==> src/rtl/mem_arb_pkg.sv <==
// Shared types for the data-memory arbiter: owner encoding,
// response-pipeline bundle and default widths.
package mem_arb_pkg;

  localparam int ADDR_W_DEF = 32;
  localparam int DATA_W_DEF = 32;

  typedef enum logic {
    OWNER_CPU  = 1'b0,
    OWNER_CALC = 1'b1
  } owner_e;

  typedef struct packed {
    owner_e owner;
    logic   rd;
  } rsp_t;

endpackage

==> src/rtl/mem_arb_rsp_pipe.sv <==
// Read-response pipeline: remembers who issued the granted read and
// steers the synchronous memory data back to that port next cycle.
module mem_arb_rsp_pipe
  import mem_arb_pkg::*;
#(
  parameter int DATA_W = DATA_W_DEF
) (
  input  logic              i_clk,
  input  logic              i_reset,
  input  rsp_t              i_rsp,
  input  logic [DATA_W-1:0] i_mem_rdata,
  output logic              o_cpu_rvalid,
  output logic [DATA_W-1:0] o_cpu_rdata,
  output logic              o_calc_rvalid,
  output logic [DATA_W-1:0] o_calc_rdata
);

  rsp_t r_rsp;
  logic w_live;

  always_ff @(posedge i_clk) begin
    if (i_reset) r_rsp <= '0;
    else         r_rsp <= i_rsp;
  end

  // reset also hides a read granted just before it asserted
  assign w_live = r_rsp.rd & ~i_reset;

  assign o_cpu_rvalid  = w_live & (r_rsp.owner == OWNER_CPU);
  assign o_calc_rvalid = w_live & (r_rsp.owner == OWNER_CALC);
  assign o_cpu_rdata   = o_cpu_rvalid  ? i_mem_rdata : '0;
  assign o_calc_rdata  = o_calc_rvalid ? i_mem_rdata : '0;

endmodule

==> src/rtl/mem_share_arbiter.sv <==
// Shares the data memory between CPU and calculator, one grant per cycle.
// MEM_ARB_FIXED_PRIO_EN: CPU priority with calculator starvation guard.
module mem_share_arbiter
  import mem_arb_pkg::*;
#(
  parameter int ADDR_W     = ADDR_W_DEF,
  parameter int DATA_W     = DATA_W_DEF,
  parameter int STARVE_MAX = 8
) (
  input  logic              clk,
  input  logic              reset,
  input  logic              cpu_req,
  input  logic              cpu_we,
  input  logic [ADDR_W-1:0] cpu_addr,
  input  logic [DATA_W-1:0] cpu_wdata,
  output logic              cpu_gnt,
  output logic              cpu_rvalid,
  output logic [DATA_W-1:0] cpu_rdata,
  input  logic              calcu_req,
  input  logic              calcu_we,
  input  logic [ADDR_W-1:0] calcu_addr,
  input  logic [DATA_W-1:0] calcu_wdata,
  output logic              calcu_gnt,
  output logic              calcu_rvalid,
  output logic [DATA_W-1:0] calcu_rdata,
  output logic              mem_en,
  output logic              mem_we,
  output logic [ADDR_W-1:0] mem_addr,
  output logic [DATA_W-1:0] mem_wdata,
  input  logic [DATA_W-1:0] mem_rdata
);

  if (STARVE_MAX < 1 || STARVE_MAX > 255) begin : g_bad_starve
    $error("STARVE_MAX out of range 1..255");
  end

  logic w_cpu_wins;
  logic w_cpu_gnt;
  logic w_calc_gnt;
  rsp_t w_rsp;

`ifdef MEM_ARB_FIXED_PRIO_EN
  localparam logic [7:0] STARVE_LIM = 8'(STARVE_MAX);

  logic [7:0] r_starve;

  assign w_cpu_wins = (r_starve < STARVE_LIM);

  always_ff @(posedge clk) begin
    if (reset || !calcu_req || w_calc_gnt)
      r_starve <= '0;
    else if (r_starve != 8'hFF)
      r_starve <= r_starve + 8'd1;
  end
`else
  owner_e r_last_owner;

  // the port not served most recently wins a conflict
  assign w_cpu_wins = (r_last_owner == OWNER_CALC);

  always_ff @(posedge clk) begin
    if (reset)           r_last_owner <= OWNER_CALC;
    else if (w_calc_gnt) r_last_owner <= OWNER_CALC;
    else if (w_cpu_gnt)  r_last_owner <= OWNER_CPU;
  end
`endif

  always_comb begin
    w_cpu_gnt  = 1'b0;
    w_calc_gnt = 1'b0;
    if (!reset) begin
      w_cpu_gnt  = cpu_req & (~calcu_req | w_cpu_wins);
      w_calc_gnt = calcu_req & ~w_cpu_gnt;
    end
  end

  assign cpu_gnt   = w_cpu_gnt;
  assign calcu_gnt = w_calc_gnt;
  assign mem_en    = w_cpu_gnt | w_calc_gnt;

  always_comb begin
    mem_we    = 1'b0;
    mem_addr  = '0;
    mem_wdata = '0;
    unique case (1'b1)
      w_cpu_gnt: begin
        mem_we    = cpu_we;
        mem_addr  = cpu_addr;
        mem_wdata = cpu_wdata;
      end
      w_calc_gnt: begin
        mem_we    = calcu_we;
        mem_addr  = calcu_addr;
        mem_wdata = calcu_wdata;
      end
      default: ;
    endcase
  end

  always_comb begin
    w_rsp       = '0;
    w_rsp.owner = w_calc_gnt ? OWNER_CALC : OWNER_CPU;
    w_rsp.rd    = mem_en & ~mem_we;
  end

  mem_arb_rsp_pipe #(
    .DATA_W(DATA_W)
  ) u_rsp (
    .i_clk        (clk),
    .i_reset      (reset),
    .i_rsp        (w_rsp),
    .i_mem_rdata  (mem_rdata),
    .o_cpu_rvalid (cpu_rvalid),
    .o_cpu_rdata  (cpu_rdata),
    .o_calc_rvalid(calcu_rvalid),
    .o_calc_rdata (calcu_rdata)
  );

endmodule

==> config.mk <==
export PLATFORM = sky130hd
export DESIGN_NAME = mem_share_arbiter
export DESIGN_NICKNAME = d
export VERILOG_FILES = /design/src/rtl/mem_arb_pkg.sv /design/src/rtl/mem_arb_rsp_pipe.sv /design/src/rtl/mem_share_arbiter.sv
export SDC_FILE = /design/constraint.sdc
export NUM_CORES = 1
export LEC_CHECK = 0
export ABC_AREA = 0
export ABC_CLOCK_PERIOD_IN_PS = 1300
export CORE_AREA = 2 2 115 117
export DETAILED_ROUTE_END_ITERATION = 7
export DIE_AREA = 0 0 117 119
export SLEW_MARGIN = 20
export SYNTH_ARGS = -nofsm -noshare
export SYNTH_HDL_FRONTEND = slang
export SYNTH_SLANG_ARGS = --single-unit
==> constraint.sdc <==
create_clock -name clk -period 1.3 [get_ports clk]
set_clock_uncertainty 0.15 [all_clocks]
set_input_delay 0.195 -clock clk [delete_from_list [all_inputs] [get_ports clk]]
set_output_delay 0.195 -clock clk [all_outputs]
set_load 0.03 [all_outputs]
==> impl_summary.log <==
[metrics] run status: finished, violations left
[metrics] failing checks: setup timing
[metrics] sum of negative setup slack: -54.97 ns
[metrics] reg-to-reg slack, setup: -0.01 ns
[metrics] critical-path cell with the highest stage delay: dfxtp_4
[metrics] die area: 13,920 um2
[metrics] number of instances in the synthesized netlist: 321
[metrics] vertical die dimension: 119 um
[metrics] data arrival time at the worst-slack endpoint: 1.44 ns
[metrics] number of CTS-inserted buffers: 3
[metrics] net count reported at finish: 808
[metrics] fraction of power spent switching nets: 0.3868
[metrics] setup repair after global routing missed its margin: true
[metrics] final cycle utilization of the critical path: 1.372
[metrics] Hold Violations, Final: 0
[metrics] Synth Warn #: 0
[metrics] max-slew violation count: 0
[metrics] count of distinct cell types in the synthesized netlist: 23
[metrics] crit path max fanout: 7
[metrics] power density cells: 416.7 nW/um2
[metrics] Filler cells: 1,012
[metrics] starting density of the core: 0.1898
[metrics] Buffers & Inverters on Critical Path: 3
[metrics] average wire length per cell after detail routing: 17.87 um
[metrics] Overflow after GRT: 0
[metrics] synth-to-layout area growth: 233.2%
[metrics] clock network fraction of design power: 0.144
[metrics] top-level I/O count: 300
[metrics] antenna violation net count after detailed routing: 0
[metrics] sink count of the clock tree: 3
[metrics] delay of the slowest critical-path stage: 0.35 ns
[metrics] relative contribution of sequential cells to total power: 0.031
[metrics] maximum clock rate: 0.5608 GHz
[metrics] Final HPWL DP: 10.33 mm
[metrics] Longest Clk Path Bufs: 2
[metrics] global-route usage over all layers: 0.1904
[metrics] top post-synthesis cells by area: nand2b_1 33%, o32ai_2 20%, and2_1 16%
[metrics] pin count of the biggest net entering global routing: 44
[metrics] worst-margin pin slew: 0.2704 ns
[metrics] number of standard-cell rows in the floorplan: 42
[metrics] vias per std cell: 4.608
[metrics] area of all placed cells without fillers: 8142 um2
[metrics] P_int: 2.080 mW
[metrics] clk slew on worst S/H paths: 0.03 ns
[metrics] register bit total from synthesis: 3
[metrics] largest voltage drop on the vdd net: 0.0003171 V
[metrics] Crit path required time: 0.95 ns
[metrics] root cell of the clock tree: clkbuf_16
[metrics] number of global-route vias before repair: 3,821
[metrics] placer congestion estimate: 0.8019
[metrics] highest-count cells in the layout ignoring fill and taps: 162 x clkdlybuf4s50_1, 130 x buf_6, 111 x nand2b_1, 64 x and2_4, 62 x o32ai_4
[metrics] sequential cell area: 66.31 um2
[metrics] DRC viols: 0
[metrics] Vias: 3,765
[metrics] Synth Cell Area: 2444 um2
[metrics] sequential fraction of the synthesis area: 0.02458
[metrics] insertion delay to the later sink of the worst-skew pair: 0.22 ns
[metrics] startpoint-to-endpoint class of the critical path: reg -> out
[metrics] post-place instance area: 6719 um2
[metrics] number of iterations in the first detailed-routing pass: 4
[metrics] Setup violations, final: 134
[metrics] switching power total: 1.312 mW
[metrics] Worst Setup Slack, final: -0.4830 ns
[metrics] diodes inserted: 0
[metrics] worst-path cell chain: a21bo_4, buf_12, buf_16, o32ai_4, buf_12
[metrics] Final Routed Wirelength: 14.60 mm
[metrics] kind of end point of the critical path: output pin
[metrics] commonest non-fill, non-tap cell in the layout: clkdlybuf4s50_1
[metrics] cell type with the largest total area after synthesis: nand2b_1
[metrics] width of the chip: 117 um
[metrics] placed insts: 778
[metrics] Synth top area share: 0.3328
[metrics] number of hold-repair buffers added at the cts stage: 0
[metrics] share of final-layout standard cells stronger than drive strength 1: 0.5632
[metrics] wire length of the first global-routing pass: 21.07 mm
[metrics] cell class contributing the biggest share of worst-path delay: buffers and inverters
[metrics] part of the total power dissipated in combinational logic: 0.825
[metrics] normalized max-slew margin: 0.8197
[metrics] Mean Syn Cell Area: 7.612 um2
[metrics] worst hold path class: in -> reg
[metrics] crit path time final: 1.783 ns
[metrics] Max-Cap Viols: 0
[metrics] number of nets produced by synthesis: 487
[metrics] Port Buf Inserts: 299
[metrics] CTS tree: yes
[metrics] antenna violations before repair: 0
[metrics] area of the multi-input gates: 3418 um2
[metrics] most used cell, CP: buf_12
[metrics] 1st-iter DRT viols: 124
[metrics] Non-Filler Instances: 817
[metrics] kind of start point of the critical path: flip-flop
[metrics] level count of the clock H-tree: 1
[metrics] core region area: 12,870 um2
[metrics] Static Leak: 3.073 nW
-- Yosys cell counts --
library cell,count
or2_1,1
nand2_1,1
clkbuf_1,16
dfxtp_1,3
a21bo_1,1
buf_4,2
buf_6,11
buf_2,10
nor2b_2,1
or2_2,2
nor3b_2,1
a21o_1,1
nand2b_1,130
clkbuf_2,3
nor2_2,2
o32ai_1,36
inv_2,1
nor2_1,2
nor3_1,1
o32ai_2,30
buf_1,1
and3b_1,1
and2_1,64
-- tightest hold or removal path, stage by stage --
cell and delay [ns]:
buf_8 0.07, buf_4 0.12, buf_4 0.16, a21o_1 0.09
-- final timing paths --
kind	from	to	cells after the start
worst min register to register	r_last_owner$_SDFFE_PP1N_	r_last_owner$_SDFFE_PP1N_	2
worst min-delay path	reset	r_last_owner$_SDFFE_PP1N_	4
worst max-delay path	r_last_owner$_SDFFE_PP1N_	mem_addr[9]	5
worst max register to register	r_last_owner$_SDFFE_PP1N_	u_rsp.r_rsp[0]$_SDFF_PP0_	5
-- registers in the layout, summed over array words and instances, names as in the netlist --
name          cells
u_rsp.r_rsp       2
r_last_owner      1
-- repair_timing --
item                       4_1_cts  5_1_grt
gates cloned                    11        8
setup endpoints to repair      136      134
resized for setup              349       32
pin swaps                       26       37
buffers inserted                14        5
-- routing by layer --
metal | vias to the layer above | GRT usage | wire (um)
met5 | - | 0 | 0
met4 | 0 | 0.04412 | 265
met3 | 17 | 0.03868 | 1190
met2 | 169 | 0.3714 | 8173
met1 | 1782 | 0.2041 | 4972
li1 | 1797 | - | -
-- cell families after synthesis --
family / synth area share
buffers and inverters: 0.1111
and+or+nand+nor: 0.5284
DFF: 0.02458
AOI/OAI and AO/OA: 0.3359
-- power by group through the flow --
| stage | Combinational (mW) | Clock [mW] | Sequential (mW) |
|---|---|---|---|
| floorplan | 1.39 | 0 | 0.105 |
| global placement | 2.35 | 0 | 0.107 |
| detailed placement | 2.37 | 0 | 0.107 |
| CTS | 2.70 | 0.496 | 0.104 |
| global route | 2.93 | 0.505 | 0.105 |
| finish | 2.80 | 0.487 | 0.105 |
-- through the flow --
| step | power (mW) | hold slack [ns] | setup slack, ns | utilization |
|---|---|---|---|---|
| CTS | 3.297 | 0.2907 | -0.4921 | 0.6073 |
| global route | 3.544 | 0.3300 | -0.5214 | 0.6324 |
| detailed placement | 2.478 | 0.3631 | -1.130 | 0.5219 |
| floorplan | 1.490 | 0.2066 | -0.1434 | - |
| finish | 3.393 | 0.2926 | -0.4830 | 0.6324 |
| global placement | 2.454 | 0.3602 | -1.107 | 0.5219 |
-- area by class of cell --
type                       instances  share of cell area
multi-input combinational        274              0.4199
clock buffer                       4            0.009682
timing repair buffer             359              0.5342
tap                              176             0.02705
inverter                           1            0.001076
sequential                         3            0.008145
No activity file was read; power rests on OpenSTA's default activity.
